===== config.mk =====
export PLATFORM = sky130hd
export DESIGN_NAME = spram_init_seq
export DESIGN_NICKNAME = d
export VERILOG_FILES = /design/src/rtl/spram_init_seq.sv
export SDC_FILE = /design/constraint.sdc
export NUM_CORES = 1
export LEC_CHECK = 0
export ABC_AREA = 1
export CAP_MARGIN = 10
export CORE_MARGIN = 2
export CORE_UTILIZATION = 55
export DETAILED_ROUTE_END_ITERATION = 10
export GPL_ROUTABILITY_DRIVEN = 1
export PLACE_DENSITY = 0.85
export SLEW_MARGIN = 20
export SYNTH_ARGS = -nofsm -noshare
export SYNTH_HDL_FRONTEND = slang
export SYNTH_SLANG_ARGS = --single-unit

===== constraint.sdc =====
create_clock -name clk -period 3.1 [get_ports clk]
set_input_delay 0.465 -clock clk [delete_from_list [all_inputs] [get_ports clk]]
set_output_delay 0.465 -clock clk [all_outputs]
set_load 0.01 [all_outputs]

===== src/rtl/spram_init_seq.sv =====
// Power-on SRAM initialiser: settle wait, pattern fill, optional read-back check.
// Define SPRAM_INIT_CHECK_EN to build in the CHECK pass and the mismatch flag.
module spram_init_seq #(
    parameter int          ADDR_W      = 14,
    parameter int          DATA_W      = 16,
    parameter int          DEPTH       = 16384,
    parameter int          WAIT_CYCLES = 16,
    parameter logic [15:0] SEED        = 16'hA5A5
) (
    input  logic              clk,
    input  logic              rst_n,
    output logic              ram_cs,
    output logic              ram_we,
    output logic [ADDR_W-1:0] ram_addr,
    output logic [DATA_W-1:0] ram_wdata,
    input  logic [DATA_W-1:0] ram_rdata,
    output logic              busy,
    output logic              init_done,
    output logic              init_err
);

    localparam logic [15:0]       WAIT_LAST = 16'(WAIT_CYCLES - 1);
    localparam logic [ADDR_W-1:0] ADDR_LAST = ADDR_W'(DEPTH - 1);

    typedef enum logic [1:0] {
        WAIT  = 2'd0,
        FILL  = 2'd1,
`ifdef SPRAM_INIT_CHECK_EN
        CHECK = 2'd2,
`endif
        DONE  = 2'd3
    } state_t;

    function automatic logic [DATA_W-1:0] pattern(input logic [ADDR_W-1:0] a);
        return DATA_W'(a) ^ DATA_W'(SEED);
    endfunction

    state_t              state_q, state_d;
    logic [15:0]         wait_cnt_q, wait_cnt_d;
    logic [ADDR_W-1:0]   addr_cnt_q, addr_cnt_d;
    logic                rd_last_q, rd_last_d;
    logic                cs_d, we_d, busy_d, done_d;
    logic [ADDR_W-1:0]   addr_d;
    logic [DATA_W-1:0]   wdata_d;

    // Outputs are registered from the current state, so the bus lags the FSM by one edge.
    always_comb begin
        state_d    = state_q;
        wait_cnt_d = wait_cnt_q;
        addr_cnt_d = addr_cnt_q;
        rd_last_d  = rd_last_q;
        cs_d       = 1'b0;
        we_d       = 1'b0;
        addr_d     = ram_addr;
        wdata_d    = ram_wdata;
        busy_d     = 1'b1;
        done_d     = 1'b0;
        case (state_q)
            WAIT: begin
                if (wait_cnt_q == WAIT_LAST) state_d = FILL;
                else                         wait_cnt_d = wait_cnt_q + 16'd1;
            end
            FILL: begin
                cs_d    = 1'b1;
                we_d    = 1'b1;
                addr_d  = addr_cnt_q;
                wdata_d = pattern(addr_cnt_q);
                if (addr_cnt_q == ADDR_LAST) begin
                    addr_cnt_d = '0;
`ifdef SPRAM_INIT_CHECK_EN
                    state_d    = CHECK;
`else
                    state_d    = DONE;
`endif
                end else begin
                    addr_cnt_d = addr_cnt_q + ADDR_W'(1);
                end
            end
`ifdef SPRAM_INIT_CHECK_EN
            CHECK: begin
                if (!rd_last_q) begin
                    cs_d   = 1'b1;
                    addr_d = addr_cnt_q;
                    if (addr_cnt_q == ADDR_LAST) rd_last_d  = 1'b1;
                    else                         addr_cnt_d = addr_cnt_q + ADDR_W'(1);
                end else begin
                    // Final cycle: no access, only the last read-back compare.
                    state_d = DONE;
                end
            end
`endif
            DONE: begin
                busy_d = 1'b0;
                done_d = 1'b1;
            end
            default: state_d = WAIT;
        endcase
    end

    always_ff @(posedge clk or negedge rst_n) begin
        if (!rst_n) begin
            state_q    <= WAIT;
            wait_cnt_q <= '0;
            addr_cnt_q <= '0;
            rd_last_q  <= 1'b0;
            ram_cs     <= 1'b0;
            ram_we     <= 1'b0;
            ram_addr   <= '0;
            ram_wdata  <= '0;
            busy       <= 1'b1;
            init_done  <= 1'b0;
        end else begin
            state_q    <= state_d;
            wait_cnt_q <= wait_cnt_d;
            addr_cnt_q <= addr_cnt_d;
            rd_last_q  <= rd_last_d;
            ram_cs     <= cs_d;
            ram_we     <= we_d;
            ram_addr   <= addr_d;
            ram_wdata  <= wdata_d;
            busy       <= busy_d;
            init_done  <= done_d;
        end
    end

`ifdef SPRAM_INIT_CHECK_EN
    logic              cmp_vld_p0;
    logic [DATA_W-1:0] cmp_exp_p0;

    // p0: capture the read issued on the bus; the RAM answers during the next cycle.
    always_ff @(posedge clk or negedge rst_n) begin
        if (!rst_n) begin
            cmp_vld_p0 <= 1'b0;
            init_err   <= 1'b0;
        end else begin
            cmp_vld_p0 <= ram_cs && !ram_we;
            if (cmp_vld_p0 && (ram_rdata != cmp_exp_p0)) init_err <= 1'b1;
        end
    end

    always_ff @(posedge clk) begin
        cmp_exp_p0 <= pattern(ram_addr);
    end
`else
    logic unused_rdata;
    assign unused_rdata = ^ram_rdata;
    assign init_err     = 1'b0;
`endif

endmodule


==> impl_metrics.tcl <==
set metrics [dict create \
    ys_seq_area_share_pct 50.2 \
    endpoint_kind "flip-flop" \
    cap_violations 0 \
    slowest_delay_ps 420 \
    fp.dieW_um 75.9 \
    num_vias 2404 \
    dpl.hpwl_mm 3.96 \
    post-route-drc-count 0 \
    cts_resized 0 \
    drive_gt1_share_pct 5.99 \
    cts_tree "built" \
    finalNetCount 416 \
    finalInstanceArea_um2 3370 \
    cts_buffers 9 \
    finalSetupViolCount 0 \
    ctsLongestPathBuffers 2 \
    rsz0062_at_grt "no" \
    max_slew.worst_pin.slew_ps 758 \
    clkLatencyLatePin_ps 330 \
    wl_met3_um 308 \
    rr_startpoint "wait_cnt_q[0]" \
    fillers 401 \
    synth_cells 368 \
    clk_pin_slew_ps 70 \
    finalClockSkew_ps 5.87 \
    ctsHoldBuffers 0 \
    period_share_pct 64.1 \
    post_drt_via_cell_ratio 5.10 \
    grt_max_degree 44 \
    place.gp.congestion 0.858 \
    tns_ps 0 \
    worstSetupPathType "flip-flop to flip-flop" \
    synth_area_um2 2840 \
    coreArea_um2 5040 \
    cp_common_cell "nand2_1" \
    worstPathRequired_ps 3320 \
    final-hold-violation-count 0 \
    first_pass_iters 4 \
    crit_path_start "wait_cnt_q[0]" \
    r2r_cells 8 \
    avgSynthCellArea_um2 7.73 \
    avgRoutedWirePerCell_um 12.4 \
    min_path_type "primary input to asynchronous set/reset pin" \
    p_leak_nw 1.61 \
    gr-total-overflow 0 \
    worstPathCellList "ha_1 > nand3_2 > nor2_1 > nand2_1 > nand2_2 > inv_1 > nand2_1 > nand2_1" \
    crit_slowest_cell "dfrtp_1" \
    n_antenna_cell 0 \
    grt_pass1_vias 2320 \
    maxSlewViolCount 0 \
    grt_pass1_wl_mm 10.1 \
    area_growth_pct 18.5 \
    max_freq_ghz 0.504 \
    regToRegEndpoint "wait_cnt_q[0]" \
    rows 26 \
    fp.dieH_um 75.9 \
    dr.max_layer_used "met4" \
    io_buffers 34 \
    start_util_pct 56.4 \
    synth_seq_cells 57 \
    critical_path.endpoint "wait_cnt_q[0]" \
    root_buffer "clkbuf_8" \
    r2r_slack_ps 1110 \
    crit_path_start_kind "flip-flop" \
    routed_wl_mm 5.84 \
    ys_types 23 \
    multi_input_area_um2 1150 \
    layout_min_cycle_time_ps 1990 \
    ant_nets 0 \
    power.density_nw_per_um2 460 \
    antenna_found_initial 0 \
    post_cts_buffers 0 \
    peakVddDrop_mv 0.360 \
    ctsHtreeMaxLevel 3 \
    wl_met1_mm 2.49 \
    pin_count 53 \
    ys_warn_count 0 \
    critPathMaxFanout 20 \
    grt.total_usage_pct 22.0 \
    slew_headroom_pct 49.5 \
    critical_path_arrival_ps 2210 \
    placed_area_um2 3140 \
    dieArea_um2 5760 \
    drt_iter0_drc 150 \
    seqCellArea_um2 1430 \
    met2_length_mm 2.92 \
    status "finished clean" \
    clock_sinks 57 \
]
[final cells by class]
class	count	area share, %
repair buffers	35	10.2
clock buffers	11	4.49
inverters	36	4.01
well taps	70	2.60
multi-input cells	257	34.1
clock inverters	5	2.30
flip-flops and latches	57	42.4
[how the worst min path moves through the flow]
stage / start / slack (ps) / end / depth (start not counted)
after global placement: state_q[0] / 450 / busy / 1
after floorplan: rst_n / 170 / addr_cnt_q[0] / 0
after CTS: rst_n / 230 / addr_cnt_q[1] / 1
after detailed placement: ram_wdata[15] / 460 / ram_wdata[15] / 1
after global routing: rst_n / 280 / addr_cnt_q[1] / 1
final: rst_n / 210 / wait_cnt_q[4] / 1
[per-stage QoR]
| step | instances | total power, mW | hold WS (ps) | util, % | setup WS [ps] |
|---|---|---|---|---|---|
| after CTS | 471 | 1.56 | 229 | 66.8 | 1120 |
| after detailed placement | 455 | 0.775 | 457 | 62.3 | 1140 |
| after global routing | 471 | 1.60 | 275 | 66.8 | 875 |
| after global placement | 455 | 0.775 | 453 | 62.3 | 1180 |
| final | 471 | 1.55 | 206 | 66.8 | 1110 |
| after floorplan | 369 | 0.761 | 169 | - | 1670 |
[cells in the mapped netlist, drive strengths merged]
master	n	share of area (%)
nand2	132	18
dfrtp	56	49
nor2	51	7.0
inv	36	4.8
o21ai	28	4.9
nand3	17	3.2
buf	14	4.1
nand4	11	2.4
xor2	7	2.2
xnor2	6	1.8
clkbuf	5	0.70
ha	2	0.88
conb	1	0.13
dfstp	1	0.92
or2	1	0.22
[power breakdown]
part / total [mW] / switching [mW] / leakage [nW] / internal, mW
Sequential: 0.744 / 0 / 0.712 / 0.744
Clock: 0.791 / 0.297 / 0.115 / 0.493
Combinational: 0.0162 / 0.0149 / 0.779 / 0.00127
Total: 1.55 / 0.312 / 1.61 / 1.24
[registers in the layout, indices dropped and copies added (netlist names)]
name        count
addr_cnt_q     14
init_done       1
ram_addr       14
state_q         2
busy            1
ram_wdata       8
wait_cnt_q     16
ram_we          1
[worst max-delay path: cells and delay by family, from the launching register on]
family | cells | cell delay [ps]
and+or+nand+nor | 6 | 860
DFF | 1 | 420
buffers and inverters | 1 | 300
adders and majority gates | 1 | 280
[metal layers]
layer,GRT usage (%),vias to the layer above
li1,-,1184
met2,37.1,66
met1,25.7,1138
met3,7.26,16
met4,9.45,0
met5,0,-
[cells by family (layout without fill, tap and decap cells)]
| logic type | after synthesis | count (layout) | share of synthesized area, % |
|---|---|---|---|
| simple gates | 212 | 212 | 30.3 |
| flops | 57 | 57 | 50.2 |
| buf+inv | 55 | 87 | 9.55 |
| compound gates | 28 | 28 | 4.93 |
| xor+xnor | 13 | 13 | 4.00 |
| fa+ha+maj | 2 | 2 | 0.880 |
| other cells | 1 | 2 | 0.132 |
[placed cells by master, fill, tap and decap left out, types with 6 or more instances in the layout]
master             n
nand4_1           11
o21ai_0           28
xnor2_1            6
clkbuf_8          11
dfrtp_1           56
clkdlybuf4s50_1   33
xor2_1             7
nand2_1          131
inv_1             35
nand3_1           16
nor2_1            50
(Power assumes the default switching activity.)
